===== config.mk =====
export PLATFORM = sky130hd
export DESIGN_NAME = spi_slave
export DESIGN_NICKNAME = d
export VERILOG_FILES = /design/src/rtl/spi_slave.sv
export SDC_FILE = /design/constraint.sdc
export NUM_CORES = 1
export LEC_CHECK = 0
export CORE_AREA = 2 2 88 48
export CTS_CLUSTER_DIAMETER = 100
export DETAILED_ROUTE_END_ITERATION = 7
export DIE_AREA = 0 0 90 50
export PLACE_DENSITY = 0.77
export SKIP_CTS_REPAIR_TIMING = 1
export SLEW_MARGIN = 15
export SYNTH_ARGS = -nofsm -noshare
export SYNTH_HDL_FRONTEND = slang
export SYNTH_SLANG_ARGS = --single-unit

===== constraint.sdc =====
create_clock -name clk -period 3 [get_ports clk]
set_input_delay 0.45 -clock clk [delete_from_list [all_inputs] [get_ports clk]]
set_output_delay 0.45 -clock clk [all_outputs]
set_load 0.005 [all_outputs]

===== src/rtl/spi_slave.sv =====
// SPI mode-0 responder, MSB first. Oversamples sclk/cs/mosi in the clk domain, deserialises
// mosi into words and serialises a one-entry transmit holding register onto miso.
module spi_slave #(
    parameter int DATA_WIDTH  = 8,
    parameter int SYNC_STAGES = 2
) (
    input  logic                  clk,
    input  logic                  reset,
    input  logic                  sclk,
    input  logic                  cs,
    input  logic                  mosi,
    output logic                  miso,
    input  logic [DATA_WIDTH-1:0] tx_data,
    input  logic                  tx_valid,
    output logic                  tx_ready,
    output logic [DATA_WIDTH-1:0] rx_data,
    output logic                  rx_valid,
    output logic                  busy,
    output logic                  tx_underrun
);

    localparam int CNT_W = $clog2(DATA_WIDTH + 1);
    localparam logic [CNT_W-1:0] LAST_BIT = CNT_W'(DATA_WIDTH - 1);
    localparam logic [CNT_W-1:0] FULL_CNT = CNT_W'(DATA_WIDTH);

    typedef enum logic {
        IDLE,
        ACTIVE
    } state_t;

    logic [SYNC_STAGES-1:0] sclkSync_q;
    logic [SYNC_STAGES-1:0] csSync_q;
    logic [SYNC_STAGES-1:0] mosiSync_q;
    logic                   sclkDly_q;
    logic                   csDly_q;

    logic sclkS;
    logic csS;
    logic mosiS;
    logic sclkRise;
    logic sclkFall;
    logic csFall;
    logic csRise;

    state_t                state_q,     state_d;
    logic [CNT_W-1:0]      bitCnt_q,    bitCnt_d;
    logic [DATA_WIDTH-1:0] rxShift_q,   rxShift_d;
    logic [DATA_WIDTH-1:0] txShift_q,   txShift_d;
    logic [DATA_WIDTH-1:0] rxData_q,    rxData_d;
    logic                  rxValid_q,   rxValid_d;
    logic                  underrun_q,  underrun_d;
    logic                  miso_q,      miso_d;
    logic [DATA_WIDTH-1:0] holdData_q,  holdData_d;
    logic                  holdFull_q,  holdFull_d;
    logic                  load;
    logic                  accept;

    // cs synchronisers reset to the deasserted level so no spurious edge follows reset
    always_ff @(posedge clk) begin
        if (reset) begin
            sclkSync_q <= '0;
            csSync_q   <= '1;
            mosiSync_q <= '0;
            sclkDly_q  <= 1'b0;
            csDly_q    <= 1'b1;
        end else begin
            sclkSync_q <= {sclkSync_q[SYNC_STAGES-2:0], sclk};
            csSync_q   <= {csSync_q[SYNC_STAGES-2:0], cs};
            mosiSync_q <= {mosiSync_q[SYNC_STAGES-2:0], mosi};
            sclkDly_q  <= sclkS;
            csDly_q    <= csS;
        end
    end

    assign sclkS    = sclkSync_q[SYNC_STAGES-1];
    assign csS      = csSync_q[SYNC_STAGES-1];
    assign mosiS    = mosiSync_q[SYNC_STAGES-1];
    assign sclkRise = sclkS & ~sclkDly_q;
    assign sclkFall = ~sclkS & sclkDly_q;
    assign csFall   = ~csS & csDly_q;
    assign csRise   = csS & ~csDly_q;

    always_comb begin
        state_d    = state_q;
        bitCnt_d   = bitCnt_q;
        rxShift_d  = rxShift_q;
        txShift_d  = txShift_q;
        rxData_d   = rxData_q;
        rxValid_d  = 1'b0;
        underrun_d = 1'b0;
        load       = 1'b0;

        if (state_q == IDLE) begin
            if (csFall) begin
                state_d  = ACTIVE;
                bitCnt_d = '0;
                load     = 1'b1;
            end
        end else begin
            // cs release wins over any sclk edge seen in the same cycle
            if (csRise) begin
                state_d  = IDLE;
                bitCnt_d = '0;
            end else if (sclkRise) begin
                rxShift_d = {rxShift_q[DATA_WIDTH-2:0], mosiS};
                bitCnt_d  = bitCnt_q + 1'b1;
                if (bitCnt_q == LAST_BIT) begin
                    rxData_d  = rxShift_d;
                    rxValid_d = 1'b1;
                end
            end else if (sclkFall) begin
                if (bitCnt_q == FULL_CNT) begin
                    load     = 1'b1;
                    bitCnt_d = '0;
                end else begin
                    txShift_d = {txShift_q[DATA_WIDTH-2:0], 1'b0};
                end
            end
        end

        if (load) begin
            txShift_d  = holdFull_q ? holdData_q : '0;
            underrun_d = ~holdFull_q;
        end

        miso_d = (state_d == ACTIVE) ? txShift_d[DATA_WIDTH-1] : 1'b0;
    end

    // A load empties the holding register; a handshake in the same cycle refills it
    always_comb begin
        accept     = tx_valid & ~holdFull_q;
        holdFull_d = holdFull_q;
        holdData_d = holdData_q;
        if (load) begin
            holdFull_d = 1'b0;
        end
        if (accept) begin
            holdFull_d = 1'b1;
            holdData_d = tx_data;
        end
    end

    always_ff @(posedge clk) begin
        if (reset) begin
            state_q    <= IDLE;
            bitCnt_q   <= '0;
            rxShift_q  <= '0;
            txShift_q  <= '0;
            rxData_q   <= '0;
            rxValid_q  <= 1'b0;
            underrun_q <= 1'b0;
            miso_q     <= 1'b0;
            holdData_q <= '0;
            holdFull_q <= 1'b0;
        end else begin
            state_q    <= state_d;
            bitCnt_q   <= bitCnt_d;
            rxShift_q  <= rxShift_d;
            txShift_q  <= txShift_d;
            rxData_q   <= rxData_d;
            rxValid_q  <= rxValid_d;
            underrun_q <= underrun_d;
            miso_q     <= miso_d;
            holdData_q <= holdData_d;
            holdFull_q <= holdFull_d;
        end
    end

    assign miso        = miso_q;
    assign tx_ready    = ~holdFull_q;
    assign rx_data     = rxData_q;
    assign rx_valid    = rxValid_q;
    assign busy        = (state_q == ACTIVE);
    assign tx_underrun = underrun_q;

endmodule


==> results of run 1 <==
## power by group
group / internal [mW] / switching (mW)
combinational: 0.0364 / 0.0369
sequential: 0.651 / 0.0169
clock: 0.273 / 0.221
total: 0.960 / 0.275
## per-stage QoR
step | power [mW] | util [%] | instances | hold WS, ns | area (sq um)
after global routing | 1.28 | 62.5 | 283 | 0.448 | 2330
after global placement | 0.754 | 59.2 | 275 | 0.396 | 2200
after detailed placement | 0.756 | 59.2 | 275 | 0.394 | 2200
after CTS | 1.24 | 62.5 | 283 | 0.421 | 2330
final | 1.24 | 62.5 | 283 | 0.424 | 2330
after floorplan | 0.721 | - | 205 | 0.389 | 1930
## metal layers
layer / wire, um / vias up
met2: 1450 / 58
met5: 0 / -
met1: 2080 / 697
li1: - / 771
met3: 308 / 4
met4: 17 / 0
## cell usage in the layout (no fill, tap or decap), drive strengths merged, types with 3 or more instances in the layout
cell type	count
a211oi	3
a21oi	19
a22oi	6
a32oi	6
clkbuf	6
clkdlybuf4s50	26
dfxtp	48
inv	6
mux2i	8
nand2	35
nand2b	3
nor2	11
nor2b	8
o21ai	7
or2	3
## registers in the layout, summed over array words and instances (netlist names), 2 cells and up
| signal | count |
|---|---|
| rx_data | 8 |
| holdData_q | 8 |
| txShift_q | 8 |
| mosiSync_q | 2 |
| rxShift_q | 7 |
| bitCnt_q | 4 |
| sclkSync_q | 2 |
| csSync_q | 2 |
## worst paths after layout
| kind | startpoint | end | slack [ns] | cells after the start |
|---|---|---|---|---|
| setup / recovery | busy$_SDFF_PP0_ | busy | 0.99 | 1 |
| hold / removal | csSync_q[0]$_SDFF_PP1_ | csSync_q[1]$_SDFF_PP1_ | 0.42 | 1 |
| setup reg to reg | bitCnt_q[0]$_SDFFE_PP0P_ | rx_data[1]$_SDFFE_PP0P_ | 1.17 | 5 |
| hold reg to reg | csSync_q[0]$_SDFF_PP1_ | csSync_q[1]$_SDFF_PP1_ | 0.42 | 1 |
## cell type report
type / instances / area, sq um
fillers: 341 / 1400
flip-flops and latches: 48 / 961
multi-input cells: 139 / 878
repair buffers: 28 / 275
clock buffers: 6 / 82.6
well taps: 54 / 67.6
clock inverters: 2 / 38.8
inverters: 6 / 22.5
## logic make-up after synthesis
logic type               Yosys count  share of synthesized area, %
AO/OA/AOI/OAI                     54                          20.1
adder cells (fa/ha/maj)            2                          1.30
buffers and inverters             18                          4.48
flip-flops                        48                          49.9
multiplexers                       8                          4.16
AND/OR/NAND/NOR                   75                          20.0
==> impl_metrics.env, run 1 <==
export IMPL_status="complete, no violations"
export IMPL_max_stage_delay_ns=0.67
export IMPL_met2_usage_pct=23.8
export IMPL_finalSetupViolCount=0
export IMPL_ys_top_cells_by_count="dfxtp_1 (48), nand2_1 (35), a21oi_1 (19)"
export IMPL_layout_nets=244
export IMPL_n_antenna_cell=0
export IMPL_fp_dieH_um=50
export IMPL_fin_tns_setup_ns=0
export IMPL_synth_seq_cells=48
export IMPL_cp_arrival_ns=1.56
export IMPL_root_buffer="clkbuf_8"
export IMPL_crit_family="flip-flops"
export IMPL_yosysTopAreaCell="dfxtp_1"
export IMPL_htree_levels=2
export IMPL_start_util_pct=51.7
export IMPL_synth_edf_count=0
export IMPL_async_flop_share_pct=0
export IMPL_crit_path_cell_trace="clkdlybuf4s50_1"
export IMPL_clk_insertion_delay_late_ns=0.30
export IMPL_hp_class="reg -> reg"
export IMPL_syn_cell_area_sq_mm=0.00193
export IMPL_hold_viol_final=0
export IMPL_cts_tree="done"
export IMPL_avgSynthCellArea_sq_um=9.39
export IMPL_gp_congestion=0.812
export IMPL_drtIter0Drc=89
export IMPL_use_met3_pct=5.05
export IMPL_drcViolationCount=0
export IMPL_grt_use_total_pct=18.5
export IMPL_worst_setup_path_end_kind="output port"
export IMPL_std_cell_rows=16
export IMPL_finalCritPeriodShare_pct=67.1
export IMPL_wl_per_cell_um=13.7
export IMPL_antenna_found_initial=0
export IMPL_numPortBuffers=26
export IMPL_synth_warnings=0
export IMPL_relSlewSlack_pct=57.3
export IMPL_synth_most_common_cell="dfxtp_1"
export IMPL_use_met1_pct=29.9
export IMPL_p_leak_nw=0.871
export IMPL_grt_pass1_wl_mm=6.60
export IMPL_synth_ff_type="dfxtp_1"
export IMPL_clk_pin_slew_ns=0.09
export IMPL_slowest_stage="dfxtp_1"
export IMPL_place_ws_ns=0.929
export IMPL_finalWorstSetupSlack_ns=0.988
export IMPL_hpwl_mm=2.74
export IMPL_ys_seq_area_share_pct=49.9
export IMPL_cts_buffer_depth=2
export IMPL_yosys_top_cells_area="dfxtp_1 (50%), nand2_1 (6.8%), a21oi_1 (4.9%)"
export IMPL_path_class="reg -> out"
export IMPL_drive_above_1_share_pct=9.17
export IMPL_crit_buf_inv=1
export IMPL_pin_count=27
export IMPL_clock_sinks=48
export IMPL_viasPerCell=5.41
export IMPL_critPathMaxFanout=15
export IMPL_period_minus_slack_ns=2.01
export IMPL_max_cap_violations=0
export IMPL_grt_max_degree=32
export IMPL_syn_to_final_growth_pct=20.8
export IMPL_cts_buffers=5
export IMPL_peakVddDrop_uv=286
export IMPL_synth_nets=221
export IMPL_die_width_um=90
export IMPL_worst_pin_slew_ns=0.638
export IMPL_rsz0062_at_grt="false"
export IMPL_grt_pass1_vias=1391
export IMPL_final_setup_skew_ns=0.00667
export IMPL_num_vias=1530
export IMPL_syn_inst=205
export IMPL_powerDensity_mw_per_mm2=531
export IMPL_fmax_ghz=0.497
export IMPL_core_area_sq_mm=0.00372
export IMPL_critPathLaunchType="register"
export IMPL_crit_required_ns=2.55
export IMPL_yosysTopAreaCellShare_pct=49.9
export IMPL_slew_viol_final=0
export IMPL_dieArea_sq_mm=0.00450
export IMPL_grt_overflow=0
export IMPL_dr_pass1_iters=4
export IMPL_yosys_cell_types_count=42
export IMPL_wirelength_mm=3.86
export IMPL_grt_busiest_layer="met1"
export IMPL_ant_nets=0
No activity file was read; power rests on OpenSTA's default activity.
==> run 2: changes to the inputs <==
CORE_AREA = 2 2 93 50   (was 2 2 88 48)
DIE_AREA = 0 0 95 52   (was 0 0 90 50)
PLACE_DENSITY = 0.73   (was 0.77)
clock period = 1.85 ns   (was 3 ns; I/O delays follow)
==> run 2 against run 1 <==
Combinational power increased by 91%; core utilization decreased by 5.8 points; flip-flop and latch count unchanged; via count about the same; count of clock-buffer cells in the layout unchanged; sequential share of layout area decreased by 0.87 points; register-to-register slack got worse by 1.0 ns; routed wire length increased by 3.4%; hold slack got worse by 0.0078 ns; critical path type is now reg -> reg; largest cell class unchanged; largest power group unchanged.
==> impl_metrics.env, run 2 (synthesis gave the netlist of run 1 again) <==
export IMPL_cts_tree="done"
export IMPL_p_leak_nw=0.903
export IMPL_met3_length_um=295
export IMPL_slowest_stage="dfxtp_1"
export IMPL_grt_pass1_wl_mm=6.21
export IMPL_core_area_sq_mm=0.00419
export IMPL_num_vias=1531
export IMPL_n_antenna_cell=0
export IMPL_drive_above_1_share_pct=12.3
export IMPL_swShare_pct=23.6
export IMPL_drcViolationCount=0
export IMPL_final_common_cell="dfxtp_1"
export IMPL_die_width_um=95
export IMPL_fp_dieH_um=52
export IMPL_critPathMaxFanout=8
export IMPL_max_cap_violations=0
export IMPL_clk_insertion_delay_late_ns=0.30
export IMPL_wirelength_mm=4.00
export IMPL_antenna_found_initial=0
export IMPL_syn_to_final_growth_pct=23.4
export IMPL_drt_met1_wl_mm=2.26
export IMPL_pin_count=27
export IMPL_cp_arrival_ns=1.91
export IMPL_ant_nets=0
export IMPL_fin_tns_setup_ns=0
export IMPL_numPortBuffers=26
export IMPL_pwr_share_comb_pct=7.5
export IMPL_wl_per_cell_um=13.6
export IMPL_viasPerCell=5.23
export IMPL_start_util_pct=46.0
export IMPL_p_int_mw=1.43
export IMPL_path_class="reg -> reg"
export IMPL_cts_buffer_depth=2
export IMPL_critPathLaunchType="register"
export IMPL_slew_viol_final=0
export IMPL_crit_buf_inv=1
export IMPL_clock_sinks=48
export IMPL_relSlewSlack_pct=63.5
export IMPL_grt_overflow=0
export IMPL_crit_family="compound AO/OA/AOI/OAI gates"
export IMPL_final_setup_skew_ns=0.00544
export IMPL_clock_power_share_pct=35.0
export IMPL_crit_required_ns=2.07
export IMPL_cts_buffers=5
export IMPL_hpwl_mm=2.81
export IMPL_htree_levels=2
export IMPL_powerDensity_mw_per_mm2=789
export IMPL_drtIter0Drc=105
export IMPL_max_stage_delay_ns=0.41
export IMPL_fmax_ghz=0.590
export IMPL_finalCritPeriodShare_pct=91.7
export IMPL_crit_path_cell_trace="inv_1 -> ha_1 -> and3b_1 -> and2_4 -> o22a_4 -> a311oi_2"
export IMPL_final_cell_mix="dfxtp_1 (48), nand2_1 (35), clkdlybuf4s50_1 (26), a21oi_1 (19), nor2_1 (11)"
export IMPL_peakVddDrop_uv=374
export IMPL_topRoutingLayerUsed="met4"
export IMPL_worst_setup_path_end_kind="register"
export IMPL_power_frac_seq_pct=57.5
export IMPL_dieArea_sq_mm=0.00494
export IMPL_grt_pass1_vias=1200
export IMPL_hp_class="reg -> reg"
export IMPL_grt_max_degree=35
export IMPL_layout_nets=251
export IMPL_clk_pin_slew_ns=0.09
export IMPL_std_cell_rows=17
export IMPL_gp_congestion=0.876
export IMPL_dr_wl_met2_mm=1.43
export IMPL_root_buffer="clkbuf_8"
export IMPL_dr_pass1_iters=4
export IMPL_hold_slack_ns=0.416
export IMPL_period_minus_slack_ns=1.70
export IMPL_status="complete, no violations"
export IMPL_grt_use_total_pct=16.9
export IMPL_worst_pin_slew_ns=0.545
export IMPL_rsz0062_at_grt="false"
export IMPL_hold_viol_final=0
export IMPL_power_switching_uw=442
export IMPL_finalSetupViolCount=0
[run 2: cell types whose count changed in the layout (fill, tap and decap cells not counted), sizes merged]
cell / change
buf: +7
bufinv: -1
inv: +1
[run 2: power by group through the flow]
stage	combinational (mW)	sequential, mW	clock [mW]
after detailed placement	0.138	1.10	0
after floorplan	0.0763	1.09	0
after global placement	0.138	1.10	0
after CTS	0.138	1.08	0.669
final	0.140	1.08	0.657
after global routing	0.155	1.08	0.726
[run 2: worst paths after layout]
kind | startpoint | to | slack, ns | depth (start not counted)
worst min register to register | csSync_q[0]$_SDFF_PP1_ | csSync_q[1]$_SDFF_PP1_ | 0.42 | 1
worst max-delay path | bitCnt_q[0]$_SDFFE_PP0P_ | bitCnt_q[2]$_SDFFE_PP0P_ | 0.15 | 6
worst min-delay path | csSync_q[0]$_SDFF_PP1_ | csSync_q[1]$_SDFF_PP1_ | 0.42 | 1
worst max register to register | bitCnt_q[0]$_SDFFE_PP0P_ | bitCnt_q[2]$_SDFFE_PP0P_ | 0.15 | 6
[run 2: per-layer routing]
metal | vias up | global-route usage [%]
met4 | 0 | 5.80
met2 | 51 | 18.6
li1 | 789 | -
met1 | 689 | 28.4
met3 | 2 | 5.22
met5 | - | 0
[run 2: layout make-up]
cell class              count  area [sq um]
fillers                   372          1810
flip-flops and latches     48           961
multi-input cells         139           885
repair buffers             35           340
clock buffers               6          82.6
well taps                  57          71.3
inverters                   6          22.5
clock inverters             2          13.8
[run 2: through the flow]
| step | std cells | utilization [%] | power (mW) | setup slack [ns] | cell area (sq um) |
|---|---|---|---|---|---|
| floorplan | 205 | - | 1.17 | 0.204 | 1930 |
| CTS | 293 | 56.6 | 1.88 | 0.119 | 2370 |
| global route | 293 | 56.7 | 1.96 | 0.0544 | 2380 |
| global placement | 285 | 54.3 | 1.24 | 0.156 | 2270 |
| detailed placement | 285 | 54.3 | 1.24 | 0.0802 | 2270 |
| finish | 293 | 56.7 | 1.87 | 0.154 | 2380 |
==> edit 1, RTL diff (flow settings as in run 2) <==
Make the reset (`reset`) asynchronous in 2 clocked blocks. Comments in the files are not updated.
--- a/src/rtl/spi_slave.sv
+++ b/src/rtl/spi_slave.sv
@@ -57,5 +57,5 @@
 
     // cs synchronisers reset to the deasserted level so no spurious edge follows reset
-    always_ff @(posedge clk) begin
+    always_ff @(posedge clk or posedge reset) begin
         if (reset) begin
             sclkSync_q <= '0;
@@ -141,5 +141,5 @@
     end
 
-    always_ff @(posedge clk) begin
+    always_ff @(posedge clk or posedge reset) begin
         if (reset) begin
             state_q    <= IDLE;
Formal check against the unedited RTL: differs if reset is asserted again (counterexample within 4 cycles, from zero or initial values and one cycle with reset high); with reset held inactive, the same outputs for 10 cycles.
==> edit 1 against run 2 <==
  * Global-route usage down 0.21 points
  * Synthesized area up 0.45%
  * Synthesized cell count decreased by 20%
  * Routed wire length down 8.1%
  * Fmax fell by 2.7%
  * Hold slack got worse by 0.13 ns
  * Design area increased by 1.3%
  * Sequential cell count did not move
  * Sequential share of layout area up 9.6 points
  * Worst setup slack worse by 0.047 ns
  * Critical path type is now reg -> out
  * Critical endpoint is now tx_ready
Power is not compared: it rests on default switching activity, and its combinational part moved more than twofold at a synthesized area within 25%.
==> edit 1: results <==
group,metric,value,unit
global_routing,grtUsageMet1,0.242,
yosys,synthTopCellsByCount,"dfrtp_1 (45), nand2_1 (31), mux2_2 (15)",
sta,skew,0.00519,ns
critical_path,cp.arrival,1.47,ns
critical_path,crit_slowest_cell,"clkdlybuf4s50_1",
drt,met3WireLength,143,µm
critical_path,rr_worst_depth,6,
place,dp_slack,0.194,ns
yosys,synthDistinctLibCells,32,
place,place_inst,248,
critical_path,critPathMaxStageDelay,0.52,ns
layout,clk_share,0.0447,
drt,wl_met2,1.69,mm
layout,fin_nets,214,
global_routing,grt_max_degree,32,
yosys,syn_inst,164,
status,status,"finished clean",
sta,worstMarginPinSlew,0.397,ns
place,place_congestion,0.742,
layout,num-nonclk-buffers,33,
yosys,synth_top_cells_by_area,"dfrtp_1 (58%), mux2_2 (8.7%), nand2_1 (6.0%)",
drt,routedWlPerCell,14.3,µm
yosys,ys_seq_area_frac,0.623,
layout,nonClkBufAreaFrac,0.135,
drt,drtIter0Drc,69,
critical_path,crit_family,"buffers and inverters",
layout,num-multi-input-gates,101,
worst_hold_path,hold_class,"in -> async",
place,placed_area,2300,µm²
yosys,synth-seq-cells,48,
power,power.density,1090,nW/µm²
layout,inverters,9,
global_routing,grt_use_met2,0.253,
layout,multiInputGateArea,663,µm²
global_routing,grt_use_total,0.167,
global_routing,gr-usage-met3,0.0348,
place,dp_hpwl,2.68,mm
layout,regArea,1200,µm²
clock_network,htree_levels,2,
power,internal_power,1910,µW
drt,wl_met1,1.81,mm
layout,fillerInstances,328,
global_routing,grt_pass1_vias,1279,
layout,final_layout_size_suffix_gt1_frac,0.196,
drt,drt-total-wl,3.67,mm
global_routing,grt_pass1_wl,6.20,mm
critical_path,worst-path-max-fanout,11,
yosys,synthArstFlopShare,1.00,
drt,vias_per_cell,5.12,
layout,area_delta_synth_final,24.4,%
clock_network,cts-root-buf,"clkbuf_8",
yosys,syn_nets,180,
## edit 1: worst paths after layout
kind | start | to | slack (ns)
min reg2reg | sclkSync_q[0]$_DFF_PP0_ | sclkSync_q[1]$_DFF_PP0_ | 0.35
min | reset | holdData_q[6]$_DFFE_PP0P_ | 0.28
max | holdFull_q$_DFFE_PP0P_ | tx_ready | 0.11
min in group clk | sclkSync_q[0]$_DFF_PP0_ | sclkSync_q[1]$_DFF_PP0_ | 0.35
max in group asynchronous | reset | csSync_q[1]$_DFF_PP1_ | 1.01
max reg2reg | bitCnt_q[0]$_DFFE_PP0P_ | txShift_q[7]$_DFF_PP0_ | 0.15
## edit 1: kinds of logic after synthesis
| family | share of synthesized area |
|---|---|
| adders and majority gates | 0.0129 |
| and+or+nand+nor | 0.160 |
| DFF | 0.623 |
| buffers and inverters | 0.0343 |
| AOI/OAI and AO/OA | 0.0666 |
| muxes | 0.103 |
==> edit 2, RTL diff (config.mk and constraints of run 2) <==
Without the edit above. `DATA_WIDTH`: 8 -> 4.
--- a/src/rtl/spi_slave.sv
+++ b/src/rtl/spi_slave.sv
@@ -2,5 +2,5 @@
 // mosi into words and serialises a one-entry transmit holding register onto miso.
 module spi_slave #(
-    parameter int DATA_WIDTH  = 8,
+    parameter int DATA_WIDTH  = 4,
     parameter int SYNC_STAGES = 2
 ) (
Ports: changed (resized rx_data and tx_data); port bits go from 27 to 19. No check against the original RTL was run, so the function may have changed too.
==> edit 2 against run 2 <==
  * Routed wire length decreased by 37%
  * Global-route usage down 5.7 points
  * Critical endpoint is now miso$_SDFF_PP0_
  * Synthesized area fell by 34%
  * Via count decreased by 39%
  * Sequential cell count down 17
  * Design area is 32% lower
  * Total power shrank 21%
  * Largest power group unchanged
  * Worst setup slack worse by 0.036 ns
==> edit 2: results <==
group,metric,value,unit
status,status,"finished clean",
power,peakVddDrop,0.264,mV
sta,slew_headroom,0.653,
yosys,syn_nets,142,
clock_network,cts-root-buf,"clkbuf_8",
layout,diodes,0,
critical_path,crit_slowest_cell,"dfxtp_1",
yosys,synth_fa_ha_area_frac,0.0294,
place,dp_hpwl,1.85,mm
clock_network,clockBufferDepth,2,
yosys,synthMuxAreaShare,0.0550,
yosys,synth_ff_type,"dfxtp_1",
layout,final_layout_size_suffix_gt1_frac,0.133,
yosys,synth_compound_area_frac,0.154,
critical_path,r2r-start,"busy$_SDFF_PP0_",
place,portBuffers,18,
drt,drt_first_pass_iters,5,
critical_path,critPathMaxStageDelay,0.52,ns
worst_hold_path,min_path_cells,1,
yosys,yosys_warnings,0,
clock_network,cts_inserted_buffers,5,
worst_hold_path,whs_endpoint,"csSync_q[1]$_SDFF_PP1_",
yosys,synthXorXnorAreaFrac,0,
drt,num_vias,939,
yosys,synthArstFlopShare,0,
global_routing,antenna_found_initial,0,
global_routing,grt_pass1_vias,802,
critical_path,cp.arrival,1.90,ns
yosys,ys_seq_area_frac,0.487,
yosys,synth_top_cells_by_area,"dfxtp_1 (49%), mux2i_1 (5.5%), nor2_1 (4.1%)",
sta,skew,0.00229,ns
global_routing,grt_pass1_wl,3.97,mm
clock_network,clkTransAtPathRegs,0.06,ns
drt,routedWlPerCell,12.1,µm
drt,ant_nets,0,
clock_network,clock_latency,0.29,ns
critical_path,rr_worst_depth,4,
sta,max_freq,577,MHz
layout,fin_nets,162,
place,dp_slack,0.173,ns
yosys,synthDistinctLibCells,35,
clock_network,htree_levels,2,
global_routing,grt_use_total,0.113,
place,place_congestion,0.778,
global_routing,grt_max_degree,17,
layout,fillerInstances,420,
critical_path,r2r_end,"miso$_SDFF_PP0_",
drt,drtIter0Drc,34,
yosys,synthTopCellsByCount,"dfxtp_1 (31), nor2_1 (14), nand2_1 (9)",
critical_path,worst-path-max-fanout,10,
power,leakagePower,0.000586,µW
critical_path,regToRegSetupSlack,0.12,ns
-- edit 2: cell types whose count changed after synthesis, moves of 3 or more --
cell      change
a211oi_1      -3
a21oi_1      -13
a22oi_1       -5
a32oi_1       -3
clkbuf_1      -3
dfxtp_1      -17
nand2_1      -26
nand2b_1      -3
nand3_1       +3
nand4b_1      +3
nor2_1        +3
o21ai_0       -5
-- edit 2: worst max path at each step --
stage               startpoint                        end  cells past startpoint
2_1_floorplan  busy$_SDFF_PP0_  txShift_q[1]$_SDFFE_PP0P_                      6
3_3_place_gp   busy$_SDFF_PP0_            miso$_SDFF_PP0_                      4
3_5_place_dp   busy$_SDFF_PP0_    txShift_q[3]$_SDFF_PP0_                      4
4_1_cts        busy$_SDFF_PP0_    txShift_q[3]$_SDFF_PP0_                      4
5_1_grt        busy$_SDFF_PP0_    txShift_q[3]$_SDFF_PP0_                      4
6_report       busy$_SDFF_PP0_            miso$_SDFF_PP0_                      4
-- edit 2: cell type report --
type / instances / area (µm²) / share of cell area
Sequential cell: 31 / 621 / 0.385
Multi-Input combinational cell: 83 / 577 / 0.358
Timing Repair Buffer: 20 / 195 / 0.121
Clock buffer: 6 / 82.6 / 0.0512
Tap cell: 57 / 71.3 / 0.0443
Clock inverter: 2 / 35.0 / 0.0217
Inverter: 8 / 30.0 / 0.0186
-- edit 2: cell families (layout without fill, tap and decap cells) --
family,count (synthesis),count (layout)
AO/OA/AOI/OAI,23,23
buffers and inverters,15,36
AND/OR/NAND/NOR,50,50
adder cells (fa/ha/maj),3,3
multiplexers,7,7
flip-flops,31,31
-- edit 2: critical path, delay by kind of cell (launching register included) --
family | cells | cell delay [ns]
and+or+nand+nor | 3 | 0.72
DFF | 1 | 0.52
AOI/OAI and AO/OA | 1 | 0.37
-- edit 2: where the power goes --
| part | total [µW] | internal (µW) | switching, µW |
|---|---|---|---|
| clock network | 685 | 435 | 250 |
| registers | 703 | 688 | 15.4 |
| logic | 95.6 | 53.7 | 41.9 |
| total | 1480 | 1180 | 307 |
-- edit 2: routing by layer --
metal	GRT usage	up-vias	share of wire
li1	-	487	-
met1	0.165	424	0.56
met2	0.123	24	0.36
met3	0.0551	4	0.073
met4	0.0652	0	0.0060
met5	0	-	0
-- edit 2: per-stage QoR --
step                std cells  area, µm²  hold slack (ns)  total power (µW)
detailed placement        199       1490            0.394               814
global route              207       1610            0.420              1540
global placement          199       1490            0.391               812
CTS                       207       1610            0.409              1500
floorplan                 129       1270            0.354               775
finish                    207       1610            0.410              1480
